## config.mk

```make
export PLATFORM = sky130hd
export DESIGN_NAME = maxpool_relu_16_2_flat
export DESIGN_NICKNAME = d
export VERILOG_FILES = /design/src/rtl/nn_stream_pkg.sv /design/src/rtl/maxpool_relu_16_2_if.sv /design/src/rtl/maxpool_acc.sv /design/src/rtl/maxpool_relu_16_2.sv /design/src/flat_wrapper.sv
export SDC_FILE = /design/constraint.sdc
export NUM_CORES = 1
export LEC_CHECK = 0
export BUFFER_PORTS_ARGS = -buffer_cell sky130_fd_sc_hd__buf_2
export CAP_MARGIN = 20
export CORE_ASPECT_RATIO = 0.75
export CORE_MARGIN = 2
export CORE_UTILIZATION = 59
export CTS_CLUSTER_DIAMETER = 50
export CTS_CLUSTER_SIZE = 24
export DETAILED_ROUTE_END_ITERATION = 16
export PLACE_DENSITY = 0.86
export SLEW_MARGIN = 20
export SYNTH_ARGS = -nofsm -noshare
export SYNTH_HDL_FRONTEND = slang
export SYNTH_SLANG_ARGS = --single-unit
```

## constraint.sdc

```tcl
create_clock -name clk -period 6.5 [get_ports clk]
set_clock_uncertainty 0.15 [all_clocks]
set_input_delay 0.65 -clock clk [delete_from_list [all_inputs] [get_ports clk]]
set_output_delay 0.65 -clock clk [all_outputs]
set_load 0.05 [all_outputs]
```

## src/rtl/nn_stream_pkg.sv

```systemverilog
// rtl/nn_stream_pkg.sv - shared stream types, pool sizing and signed max helper
// for the maxpool_relu_16_2 stage.
package nn_stream_pkg;

  localparam int T          = 16;
  localparam int P          = 2;
  localparam int POOL_CNT_W = $clog2(P);

  typedef logic signed [T-1:0] data_t;

  typedef enum logic {
    OUT_EMPTY = 1'b0,
    OUT_FULL  = 1'b1
  } out_state_t;

  // Ties return a, so the running maximum keeps its current value.
  function automatic data_t smax(data_t a, data_t b);
    return (b > a) ? b : a;
  endfunction

endpackage

```

## src/rtl/maxpool_relu_16_2_if.sv

```systemverilog
// rtl/maxpool_relu_16_2_if.sv - input and output valid/ready streams of the
// pooling stage.
interface maxpool_relu_16_2_if;
  import nn_stream_pkg::*;

  data_t s_data_in_x;
  logic  s_valid_x;
  logic  s_ready_x;
  data_t m_data_out_y;
  logic  m_valid_y;
  logic  m_ready_y;

  modport slave (
    input  s_data_in_x, s_valid_x, m_ready_y,
    output s_ready_x, m_data_out_y, m_valid_y
  );

  modport master (
    output s_data_in_x, s_valid_x, m_ready_y,
    input  s_ready_x, m_data_out_y, m_valid_y
  );

endinterface

```

## src/rtl/maxpool_acc.sv

```systemverilog
// rtl/maxpool_acc.sv - group index counter and running signed maximum;
// flags the final sample of each group.
module maxpool_acc
  import nn_stream_pkg::*;
(
  input  logic  clk,
  input  logic  reset,
  input  logic  in_fire,
  input  data_t in_data,
  output logic  last,
  output logic  done,
  output data_t result
);

  localparam logic [POOL_CNT_W-1:0] CNT_LAST = POOL_CNT_W'(P - 1);

  logic [POOL_CNT_W-1:0] cnt;
  data_t                 acc;

  assign last   = (cnt == CNT_LAST);
  assign done   = in_fire && last;
  assign result = smax(acc, in_data);

  // acc only moves on an accepted sample, so idle-cycle data never reaches it.
  always_ff @(posedge clk) begin
    if (reset) begin
      cnt <= '0;
      acc <= '0;
    end else if (in_fire) begin
      cnt <= last ? '0 : cnt + 1'b1;
      acc <= (cnt == '0) ? in_data : result;
    end
  end

endmodule

```

## src/rtl/maxpool_relu_16_2.sv

```systemverilog
// rtl/maxpool_relu_16_2.sv - streaming signed max-pool by P with an optional
// rectified output, enabled by defining MAXPOOL_RELU_EN.
module maxpool_relu_16_2
  import nn_stream_pkg::*;
(
  input logic                 clk,
  input logic                 reset,
  maxpool_relu_16_2_if.slave  bus
);

  out_state_t state, state_nxt;
  data_t      out_q;
  data_t      load_val;
  data_t      result;
  logic       last, done, in_fire, out_fire;

  // The final sample stalls only while a result is waiting and not draining.
  assign bus.s_ready_x = !last || (state == OUT_EMPTY) || bus.m_ready_y;
  assign in_fire       = bus.s_valid_x && bus.s_ready_x;
  assign out_fire      = (state == OUT_FULL) && bus.m_ready_y;

  maxpool_acc u_acc (
    .clk     (clk),
    .reset   (reset),
    .in_fire (in_fire),
    .in_data (bus.s_data_in_x),
    .last    (last),
    .done    (done),
    .result  (result)
  );

`ifdef MAXPOOL_RELU_EN
  assign load_val = result[T-1] ? '0 : result;
`else
  assign load_val = result;
`endif

  always_comb begin
    state_nxt = state;
    case (state)
      OUT_EMPTY: if (done) state_nxt = OUT_FULL;
      OUT_FULL:  if (!done && out_fire) state_nxt = OUT_EMPTY;
      default:   state_nxt = OUT_EMPTY;
    endcase
  end

  always_ff @(posedge clk) begin
    if (reset) begin
      state <= OUT_EMPTY;
      out_q <= '0;
    end else begin
      state <= state_nxt;
      if (done) out_q <= load_val;
    end
  end

  assign bus.m_valid_y    = (state == OUT_FULL);
  assign bus.m_data_out_y = out_q;

endmodule

```

## src/flat_wrapper.sv

```systemverilog
// flat-port wrapper written by rule: the top's interface ports become plain ports
module maxpool_relu_16_2_flat import nn_stream_pkg::*;
  (clk, reset, bus_s_data_in_x, bus_s_valid_x, bus_m_ready_y, bus_s_ready_x, bus_m_data_out_y, bus_m_valid_y);
  maxpool_relu_16_2_if bus_i ();
  input logic clk;
  input logic reset;
  input wire logic [$bits(bus_i.s_data_in_x)-1:0] bus_s_data_in_x;
  input wire logic [$bits(bus_i.s_valid_x)-1:0] bus_s_valid_x;
  input wire logic [$bits(bus_i.m_ready_y)-1:0] bus_m_ready_y;
  output wire logic [$bits(bus_i.s_ready_x)-1:0] bus_s_ready_x;
  output wire logic [$bits(bus_i.m_data_out_y)-1:0] bus_m_data_out_y;
  output wire logic [$bits(bus_i.m_valid_y)-1:0] bus_m_valid_y;
  assign bus_i.s_data_in_x = bus_s_data_in_x;
  assign bus_i.s_valid_x = bus_s_valid_x;
  assign bus_i.m_ready_y = bus_m_ready_y;
  assign bus_s_ready_x = bus_i.s_ready_x;
  assign bus_m_data_out_y = bus_i.m_data_out_y;
  assign bus_m_valid_y = bus_i.m_valid_y;
  maxpool_relu_16_2 u_core (.clk(clk), .reset(reset), .bus(bus_i));
endmodule
```

After elaboration in Yosys (flattened, before gate mapping)
Cells that the tools add are included.

operators by class
  reduce and logical (&&, ||, !) cells = 8
  add/subtract/negate cells = 1
  bitwise operators = 1
  magnitude comparators = 1
  muxes and demuxes = 6

operators with widths
  operator               number
  $mux W16               2
  $gt A16 B16 Y1         1
  $logic_and A1 B1 Y1    4
  $mux W1                3
  $logic_not A1 Y1       2
  $logic_or A1 B1 Y1     2
  $pmux W1 S2            1
  $add A1 B1 Y1 const B  1
  $not A1 Y1             1

word-level totals
  flip-flop bits (word level) = 34
  bits of input ports = 20
  logic and storage cells = 21
  output and inout port bits = 18

Longest topological paths before layout
  depth after elaboration = 9
  mapped depth = 10
  depth with buffers taken out = 8

Cells and area by module
From an unflattened synthesis, not the netlist that was laid out.

second synthesis, totals
  cell total of the unflattened synthesis = 217
  area total of the unflattened synthesis = 2109.5 um^2

by module, submodules not included
  module             area each (um^2)  sequential area each (um^2)  cells an instance  instances
  maxpool_acc        1478.9            340.3                        159                1
  maxpool_relu_16_2  630.6             340.3                        58                 1

Least setup slack after synthesis
Ideal clock, no wire load.

  kind = in2reg
  start = in bus_s_data_in_x[15]
  end = reg u_core.out_q[10] (netlist: u_core.bus.m_data_out_y[10])
  stages on the path = 9
  buffers on the path = 2
  data required time = 6.228 ns
  arrival = 2.652 ns
  setup time = 0.122 ns
  slack = 3.576 ns
  cell sequence = ha_1 nand4_2 or4_4 a21oi_4 nor4_2 or2_1 buf_6 buf_6 a221o_1

between the ends
  longest elaborated chain between the ends = 2

ends and longest elaborated chain
  what                  line                     RTL
  from (decl)           flat_wrapper.sv:7        input wire logic [$bits(bus_i.s_data_in_x)-1:0] bus_s_data_in_x;
  $gt A16 B16 Y1        nn_stream_pkg.sv:18      return (b > a) ? b : a;
  $mux W16              nn_stream_pkg.sv:18
  to (signal assigned)  maxpool_relu_16_2.sv:53  if (done) out_q <= load_val;
  to (decl)             maxpool_relu_16_2.sv:12  data_t out_q;

No other way between the ends.
A chain may end at the register's enable or synchronous reset.

Final worst setup path
Ends and elaborated chain as after synthesis.

==> metrics.txt <==
Slew HR=0.276; Synth Net Count=270; final instance area=around 0.0023 mm2; clk sink count=34; CTS Buffer Depth=2; Yosys cell types=33; PortBufs=37; sequential fraction of the synthesis area=0.333; Pins Over Slew Limit=0; via count=approximately 1,800; first-pass GRT wire length=7420 um; Clock transition at path regs=~0.07 ns; Worst Path Max Fanout=17; Post-synth EDFFs=0; setup violators final=0; setup slack, reg-to-reg=~3.3 ns; Placed Instance Area=~0.0022 mm2; post-cts repair resize count=0; post-route setup TNS=0 ns; unrepaired setup endpoints after global routing=no; Pleak=between 1 and 1.5 nW; layout net count=roughly 300; core box area=0.00331 mm2; final wirelength=4610 um; vias in the first global route=~1,600; required time of the critical path=~6.6 ns; Async SR Flop Fraction=0; die area=between 0.003 and 0.004 mm2; Worst-Margin Slew=1.09 ns; Die Height=55.0 um; cell taking the most area after synthesis=dfxtp_1; total track usage=0.249; hold_buf cts=0; Initial Util=0.618; Synth Flop Type=dfxtp_1; Fmax achieved=about 310 MHz; number of buffers created by CTS=5; Tmin final=between 3 and 4 ns; Hold Fails Final Rpt=0; Post-Syn Area=0.00204 mm2; top cell type's share of synthesized area=0.333; status=completed; CTS tree=built; # fillers=~260; YS warnings=0; Setup Buffers After CTS=0; FF+latch count, synth=34; DR vias/cell=between 5 and 6; CP max stage cell=or2_1; site row count=18; critical path data arrival time=3.34 ns; average size of a mapped cell=8.74 um2; CTS Root Cell=clkbuf_8; Critical R2R Launch=u_core.u_acc.acc[15]; WL/cell=roughly 15 um; Worst Hold Depth=2; share of post-route cells with drive strength above 1=0.195; Die Wd=approximately 72 um; final worst slack=3.24 ns; pre-CTS WS=2.95 ns; r2r worst-path depth=8; crit share post-route=0.502; CP startpoint kind=primary input; WHS Endpoint=u_core.u_acc.acc[11]; type of the tightest min-delay check=flip-flop to flip-flop; Syn-to-layout area delta=12.2%; Ant. Diodes=0; DPL Wire Length=approximately 3200 um; pwr dens=between 200 and 250 mW/mm2; Pre-antenna DRT Iters=4; worst r2r dst=u_core.bus.m_data_out_y[10]; post-route ant nets=0; CP peak stage delay=around 0.58 ns; peak supply drop=roughly 0.00015 V; initial drt markers=96; Skew-Pair Late Insertion Delay=between 0.2 and 0.3 ns; WS Path Type=primary input to flip-flop; total gr overflow=0; Synth area leaders=dfxtp_1 33%, nand2b_1 10%, ha_1 9.8%; worst path cell trace=buf_2, ha_1, nand4_2, or4_4, nor2_1, a21o_1, or2_1, a221o_1; DRC Markers=0; top cells by count, synth=34 x dfxtp_1, 34 x nand2b_1, 31 x nor3_1, 21 x nand2_1, 17 x inv_1; initial antenna violation count=0; Cells after Synth=234; max-cap viol count=0; H-tree levels=2; largest net degree at the start of global routing=between 50 and 60; # IOs=38; GP Congestion=0.838; Hold Startpoint=u_core.u_acc.acc[11]; CP Capture Type=flip-flop
[through the flow]
stage                     hold slack (ns)  utilization  instances  total power, W
after global placement              0.309        0.664        298        0.000375
after global routing                0.347        0.693        306        0.000563
after CTS                           0.328        0.692        306        0.000540
final                               0.325        0.693        306        0.000538
after detailed placement            0.318        0.664        298        0.000380
after floorplan                     0.302            -        234        0.000353
[critical path: cells and delay by family]
family	cells	cell delay, ns
adders and majority gates	1	0.35
AOI/OAI and AO/OA	2	0.74
and+or+nand+nor	4	1.46
buffers and inverters	1	0.12
[layout make-up]
cell class	instances	area (um2)	area share
Inverter	17	63.8	0.0278
Tap cell	40	50.0	0.0218
Sequential cell	34	681	0.297
Clock buffer	7	86.3	0.0376
Clock inverter	1	5.00	0.00218
Multi-Input combinational cell	168	1210	0.526
Timing Repair Buffer	39	200	0.0873
[per-layer routing]
| metal | global-route usage | vias to the layer above | share of wire |
|---|---|---|---|
| met1 | 0.319 | 807 | 0.47 |
| met2 | 0.409 | 60 | 0.45 |
| met4 | 0.107 | 0 | 0.014 |
| met3 | 0.0598 | 7 | 0.064 |
| li1 | - | 892 | - |
| met5 | 0 | - | 0 |
[report_power, final]
part           internal (W)  switching, W
clock network     0.0000853     0.0000750
logic             0.0000514     0.0000919
registers          0.000225    0.00000949
total              0.000362      0.000176
[worst max path at each step]
stage               cells past startpoint                start                     endpoint
detailed placement                      8  bus_s_data_in_x[15]         u_core.u_acc.acc[13]
global placement                        8  bus_s_data_in_x[15]   u_core.bus.m_data_out_y[7]
finish                                  8  bus_s_data_in_x[15]  u_core.bus.m_data_out_y[10]
floorplan                               9  bus_s_data_in_x[15]  u_core.bus.m_data_out_y[10]
global route                            8  bus_s_data_in_x[15]  u_core.bus.m_data_out_y[10]
CTS                                     8  bus_s_data_in_x[15]         u_core.u_acc.acc[13]
[registers in the layout (all words and copies together), names as in the netlist]
name                     flops
u_core.bus.m_valid_y         1
u_core.bus.m_data_out_y     16
u_core.u_acc.last            1
u_core.u_acc.acc            16
[placed cells by master, fill, tap and decap left out, drive strengths merged]
cell type  count
o2bb2ai        1
clkbuf         7
nand3b         1
inv           17
o21ai          1
o21a           2
nor3          31
nand2         21
a311o          1
nand2b        34
a31oi          1
or4            2
mux2i         16
nor2           3
o211ai         1
buf           39
nor4           1
a21oi          8
a221o         15
or2            1
a21o           2
dfxtp         34
nor4b          1
clkinv         1
and2           1
nand4          3
ha            16
nand3          3
nor2b          1
o311a          1
[cell families after synthesis]
group / count (synthesis) / synth area share
simple gates: 103 / 0.277
flops: 34 / 0.333
compound gates: 33 / 0.136
buf+inv: 32 / 0.0777
mux: 16 / 0.0783
fa+ha+maj: 16 / 0.0979
No activity file was read; power rests on OpenSTA's default activity.
